**config.mk**
```make
export PLATFORM = sky130hd
export DESIGN_NAME = add_sub_seq_ctrl
export DESIGN_NICKNAME = d
export VERILOG_FILES = /design/src/rtl/add_sub_seq_ctrl.sv
export SDC_FILE = /design/constraint.sdc
export NUM_CORES = 1
export LEC_CHECK = 0
export ABC_AREA = 1
export ABC_CLOCK_PERIOD_IN_PS = 5500
export CAP_MARGIN = 15
export CORE_ASPECT_RATIO = 0.7
export CORE_UTILIZATION = 53
export CTS_CLUSTER_DIAMETER = 150
export DETAILED_ROUTE_END_ITERATION = 16
export GPL_ROUTABILITY_DRIVEN = 0
export PLACE_DENSITY = 0.95
export SLEW_MARGIN = 20
export SYNTH_ARGS = -nofsm -noshare
export SYNTH_HDL_FRONTEND = slang
export SYNTH_SLANG_ARGS = --single-unit
```
**constraint.sdc**
```tcl
create_clock -name clk -period 5.5 [get_ports clk]
set_clock_uncertainty 0.2 [all_clocks]
set_input_delay 1.375 -clock clk [delete_from_list [all_inputs] [get_ports clk]]
set_output_delay 1.375 -clock clk [all_outputs]
set_load 0.005 [all_outputs]
```
**src/rtl/add_sub_seq_ctrl.sv**
```systemverilog
// Byte-serial WIDTH-bit add/subtract sequencer driving one shared external 8-bit adder slice.
// Operands are captured on request; one byte is resolved per RUN cycle, LSB first.
module add_sub_seq_ctrl #(
  parameter int unsigned WIDTH = 32
) (
  input  logic             clk,
  input  logic             rst_n,
  input  logic             i_in_valid,
  output logic             o_in_ready,
  input  logic [WIDTH-1:0] i_a,
  input  logic [WIDTH-1:0] i_b,
  input  logic             i_mode,
  output logic             o_out_valid,
  input  logic             i_out_ready,
  output logic [WIDTH-1:0] o_result,
  output logic             o_cout,
  output logic             o_ovf,
  output logic             o_zero,
  output logic [7:0]       o_dp_a,
  output logic [7:0]       o_dp_b,
  output logic             o_dp_cin,
  input  logic [7:0]       i_dp_sum,
  input  logic             i_dp_cout
);

  localparam int N    = int'(WIDTH / 8);
  localparam int IDXW = (N > 1) ? $clog2(N) : 1;

  localparam logic [1:0] S_IDLE = 2'd0;
  localparam logic [1:0] S_RUN  = 2'd1;
  localparam logic [1:0] S_DONE = 2'd2;

  logic [1:0]       r_state;
  logic [IDXW-1:0]  r_idx;
  logic             r_carry;
  logic [WIDTH-1:0] r_a;
  logic [WIDTH-1:0] r_b;
  logic [WIDTH-1:0] r_result;
  logic             r_cout;
  logic             r_ovf;
  logic             r_zero;

  logic [7:0]       w_a_byte;
  logic [7:0]       w_b_byte;
  logic [WIDTH-1:0] w_result_nxt;
  logic             w_last;
  logic             w_run;

  // Byte select and result merge for the current step.
  always_comb begin
    w_a_byte     = '0;
    w_b_byte     = '0;
    w_result_nxt = r_result;
    for (int k = 0; k < N; k++) begin
      if (r_idx == IDXW'(k)) begin
        w_a_byte                 = r_a[8*k +: 8];
        w_b_byte                 = r_b[8*k +: 8];
        w_result_nxt[8*k +: 8]   = i_dp_sum;
      end
    end
  end

  assign w_last = (r_idx == IDXW'(N - 1));
  assign w_run  = (r_state == S_RUN);

  always_ff @(posedge clk or negedge rst_n) begin
    if (!rst_n) begin
      r_state  <= S_IDLE;
      r_idx    <= '0;
      r_carry  <= 1'b0;
      r_a      <= '0;
      r_b      <= '0;
      r_result <= '0;
      r_cout   <= 1'b0;
      r_ovf    <= 1'b0;
      r_zero   <= 1'b0;
    end else begin
      case (r_state)
        S_IDLE: begin
          if (i_in_valid) begin
            // Subtract as A + ~B + 1: invert B here, inject the +1 as the first carry.
            r_a     <= i_a;
            r_b     <= i_mode ? ~i_b : i_b;
            r_carry <= i_mode;
            r_idx   <= '0;
            r_state <= S_RUN;
          end
        end
        S_RUN: begin
          r_result <= w_result_nxt;
          r_carry  <= i_dp_cout;
          if (w_last) begin
            r_cout  <= i_dp_cout;
            r_ovf   <= (r_a[WIDTH-1] == r_b[WIDTH-1]) && (i_dp_sum[7] != r_a[WIDTH-1]);
            r_zero  <= (w_result_nxt == '0);
            r_idx   <= '0;
            r_state <= S_DONE;
          end else begin
            r_idx <= r_idx + 1'b1;
          end
        end
        S_DONE: begin
          if (i_out_ready) begin
            r_state <= S_IDLE;
          end
        end
        default: r_state <= S_IDLE;
      endcase
    end
  end

  assign o_in_ready  = (r_state == S_IDLE);
  assign o_out_valid = (r_state == S_DONE);
  assign o_result    = r_result;
  assign o_cout      = r_cout;
  assign o_ovf       = r_ovf;
  assign o_zero      = r_zero;
  assign o_dp_a      = w_run ? w_a_byte : 8'h00;
  assign o_dp_b      = w_run ? w_b_byte : 8'h00;
  assign o_dp_cin    = w_run & r_carry;

endmodule

```
* Word level (Yosys, flattened, before mapping)
Index checks and enable logic that the tools add are counted.
** Word-level totals
- Register bits after elaboration :: 104
- Bits of input ports :: 78
- Logic and storage cells :: 55
** Cells by class
- Add/subtract/negate cells :: 1
- Eq/ne operators :: 10
- Mux-type cells :: 24
- Bitwise logic cells :: 2
- Reductions and logical operators :: 9
** Operator list (count)
- 2-to-1 mux 8 bit :: 14
- zero test 32 bit :: 1
- 2-to-1 mux 32 bit :: 1
- NOT 32 bit :: 1
- 2-to-1 mux 2 bit :: 5
- == test 2 bit, second input constant :: 3
- case mux 2 bit (3 select lines) :: 1
- AND reduction 2 bit :: 3
- == test 2 x 1 -> 1 bit, second input constant :: 2
- zero test 2 bit :: 2
- != test 2 bit, second input constant :: 2
- case mux 2 bit (2 select lines) :: 1
- AND reduction 3 bit :: 1
- adder 2 x 1 -> 2 bit, second input constant :: 1
- != test 2 x 1 -> 1 bit, second input constant :: 1
- case mux 1 bit (2 select lines) :: 1
- nonzero test 2 bit :: 1
- bitwise AND 1 bit :: 1
- == test 1 bit :: 1
- logical AND 1 bit :: 1
- 2-to-1 mux 1 bit :: 1
- != test 1 bit :: 1

* Longest topological paths before layout
- Word-level depth :: 6
- Mapped depth :: 13
- Depth with buffers taken out :: 11

* Worst setup path after synthesis
No wires, ideal clock.
- Path type :: register to output
- Start :: reg r_idx[0]
- End :: out o_dp_a[4]
- Arrival :: 1.430 ns
- Data required time :: 3.925 ns
- Path slack :: 2.495 ns
- Cell stages (with the launch flop) :: 10
- Path buffers :: 3
- Cell sequence :: dfrtp_1 -> inv_1 -> ha_1 -> buf_2 -> buf_2 -> buf_2 -> nand3_1 -> nand2_1 -> o211ai_1 -> nand2_1
** On the way
- Word-level cells in the longest chain between the ends :: 6
** Ends and longest elaborated chain
- start: declaration :: RTL line 34 : logic [IDXW-1:0] r_idx;
- start signal: assignment :: RTL line 99 : r_idx <= r_idx + 1'b1;
- zero test 2 bit :: RTL line 55 : if (r_idx == IDXW'(k)) begin
- 2-to-1 mux 8 bit (3 in a row) :: RTL line 55
- 2-to-1 mux 8 bit (*) :: RTL line 55
- 2-to-1 mux 8 bit (*) :: RTL line 118 : assign o_dp_a = w_run ? w_a_byte : 8'h00;
- end: declaration :: RTL line 19 : output logic [7:0] o_dp_a,
Every way passes the cells marked *; elsewhere a longest branch is shown, timed or not.

* Worst setup path in the final report
- Start :: reg r_state[1]
- End :: out o_dp_b[1]
** On the way
- Word-level cells in the longest chain between the ends :: 2
** Ends and longest elaborated chain
- start: declaration :: RTL line 33 : logic [1:0] r_state;
- start signal: assignment :: RTL line 68 : r_state <= S_IDLE;
- start signal: assignment :: RTL line 86 : r_state <= S_RUN;
- start signal: assignment :: RTL line 97 : r_state <= S_DONE;
- == test 2 x 1 -> 1 bit :: RTL line 64 : assign w_run = (r_state == S_RUN);
- 2-to-1 mux 8 bit :: RTL line 119 : assign o_dp_b = w_run ? w_b_byte : 8'h00;
- end: declaration :: RTL line 20 : output logic [7:0] o_dp_b,
Every way passes these cells.

==> metrics.txt <==
Hold WC Path Type reg2reg; compound-gate portion of the synthesized area 12.3%; die area 10300 um^2; Final Max Tran Viols 0; mux contribution to synthesized area 0%; Final Hold Violating Endpoints 0; synthesized area about 5200 um^2; Vias 5340; Synth Area per Inst between 7 and 8 um^2; Min Clock Period, post-route 4.74 ns; Vias/cell 5.83; Chip Width approximately 120 um; Post-CTS Setup Inserts 0; critical path fanouts, max 30; Core ar. 9330 um^2; Worst path slowest cell nor2_2; worst-skew pair later-pin latency 0.35 ns; hold bufs inserted after CTS 0; vias in the first global route 5319; Leak Pwr 0.00328 uW; simple-gate share of the synthesized area between 20% and 30%; Most common cell on crit path nand2_1; critical path arrival 3.17 ns; Ys Warns 0; commonest non-fill, non-tap cell in the layout nand2_1; Seq/Total Area, Yosys between 40% and 50%; PD cells 598 nW/um^2; Post-Syn Instances 680; clk root buf clkbuf_16; Setup CP Type reg2out; relative slew slack 29.8%; initial antenna violation count 0; Site Rows 29; number of remaining DRC errors 0; largest net degree at the start of global routing 97; # resized after CTS 0; htree depth 3; VDD IR max 234 uV; TritonCTS buffer count 9; TritonRoute pass-1 iters 5; ant diodes 0; post-synthesis adder-cell area fraction 0.954%; fin nets 869; final instance area 6840 um^2; Seq. cell area 2600 um^2; GRT Total Usage 34.6%; Cell variety after synth 23; RSZ-0062 raised after global routing false; clock buffer depth 2; Worst-Margin Slew between 1 and 1.5 ns; Main synth FF type dfrtp_1; CP Capture Type primary output; Post-synth EDFFs 0; largest family of logic cells by synthesized area simple AND/OR/NAND/NOR gates; DRT antenna net count 0; area of the multi-input gates 2270 um^2; share of cells above drive strength 1 about 3.7%; Peak Freq 211 MHz; crit-path cells inv_1 > nand2_1 > nor2_2 > o211ai_1 > nand2_1 > clkdlybuf4s50_1; Routed WL per cell 18.4 um; Critical Path Max Stage Delay 0.85 ns; final setup vio count 0; fill count 623; Routed WL 16900 um; Mapped Nets 762; synthesis-to-finish area growth 30.4%; Max Cap Viol 0; Synth Area in XOR/XNOR 5.34%; Starting DRT DRC Count between 600 and 700; Worst Path Required about 4 ns; Ports about 130; Initial Util 56.2%; fin crit share between 80% and 90%; die height 85.2 um; Async S/R FF share, synth 100%; Area after DPL 6540 um^2; clk slew on worst S/H paths ~0.07 ns; Overflow after GRT 0; Worst setup SP type register; CTS tree done; status completed; clock sinks 104; Fin Setup TNS 0 ns; most frequent cells in the layout nand2_1, clkdlybuf4s50_1, dfrtp_1; #FFs+latches synth 104; # port buffers 131; first-pass GRT wire length roughly 27000 um; Util after Layout 73.4%; hpwl dp 11100 um
-- through the flow --
| step | instances | power, uW | setup WS (ns) | hold slack (ns) |
|---|---|---|---|---|
| 3_3_place_gp | 900 | 3190 | 1.45 | 0.262 |
| 2_1_floorplan | 680 | 2450 | 2.49 | 0.249 |
| 4_1_cts | 916 | 4020 | 0.833 | 0.286 |
| 6_report | 916 | 4090 | 0.757 | 0.289 |
| 3_5_place_dp | 900 | 3320 | 1.25 | 0.267 |
| 5_1_grt | 916 | 4350 | 0.526 | 0.296 |
-- cells in the mapped netlist, types with 2 or more instances --
| cell type | number | share of area (%) |
|---|---|---|
| xnor2_1 | 32 | 5.3 |
| dfrtp_1 | 104 | 50 |
| o21ai_0 | 80 | 7.6 |
| clkinv_1 | 2 | 0.14 |
| ha_1 | 4 | 0.95 |
| nand2_1 | 287 | 21 |
| nor2_1 | 23 | 1.6 |
| o211ai_1 | 16 | 2.3 |
| buf_2 | 27 | 2.6 |
| inv_1 | 44 | 3.1 |
| nand3_1 | 19 | 1.8 |
| nor2_2 | 2 | 0.24 |
| a21oi_1 | 19 | 1.8 |
| inv_2 | 2 | 0.14 |
| clkbuf_1 | 10 | 0.72 |
| nand2_2 | 2 | 0.24 |
-- worst max-delay path: cells and delay by family (launching register included) --
kind | cells | cell delay (ns)
AO/OA/AOI/OAI | 1 | 0.18
buffers and inverters | 2 | 0.69
flip-flops | 1 | 0.43
AND/OR/NAND/NOR | 3 | 1.51
-- cell type report --
cell class | instances | share of cell area (%)
sequential | 104 | 38.0
multi-input combinational | 489 | 33.2
timing repair buffer | 135 | 19.5
clock buffer | 11 | 3.69
inverter | 48 | 2.63
tap | 124 | 2.27
clock inverter | 5 | 0.677
-- path summary, 6_finish.rpt --
check / from / to / slack, ns / cells after the start
max in group asynchronous: rst_n / o_result[25]$_DFFE_PN0N_ / 3.14 / 2
worst min-delay path: r_a[25]$_DFFE_PN0P_ / r_a[25]$_DFFE_PN0P_ / 0.29 / 2
worst max register to register: r_idx[1]$_DFFE_PN0P_ / o_zero$_DFFE_PN0P_ / 2.81 / 12
worst max-delay path: r_state[1]$_DFFE_PN0P_ / o_dp_b[1] / 0.76 / 6
min in group asynchronous: rst_n / o_result[21]$_DFFE_PN0N_ / 0.95 / 1
worst min register to register: r_a[25]$_DFFE_PN0P_ / r_a[25]$_DFFE_PN0P_ / 0.29 / 2
-- report_power, final --
group / total, uW / switching (uW) / internal [uW]
Clock: 640 / 300 / 340
Combinational: 2030 / 1210 / 825
Sequential: 1420 / 282 / 1140
-- flip-flops by register name (all words and copies together), names as in the netlist --
signal / cells
r_carry: 1
r_b: 32
o_zero: 1
r_state: 2
o_cout: 1
o_ovf: 1
r_a: 32
o_result: 32
r_idx: 2
-- cells by family after synthesis --
group	count (synthesis)
fa+ha+maj	4
buf+inv	87
xor+xnor	32
compound gates	119
flops	104
simple gates	334
-- per-layer routing --
| metal | up-vias | share of wire, % | GRT usage, % |
|---|---|---|---|
| met5 | - | 0 | 0 |
| met4 | 0 | 4.9 | 17.5 |
| met3 | 95 | 12 | 13.2 |
| met2 | 410 | 45 | 52.4 |
| met1 | 2489 | 38 | 43.5 |
| li1 | 2346 | - | - |
No activity file was read; power rests on OpenSTA's default activity.
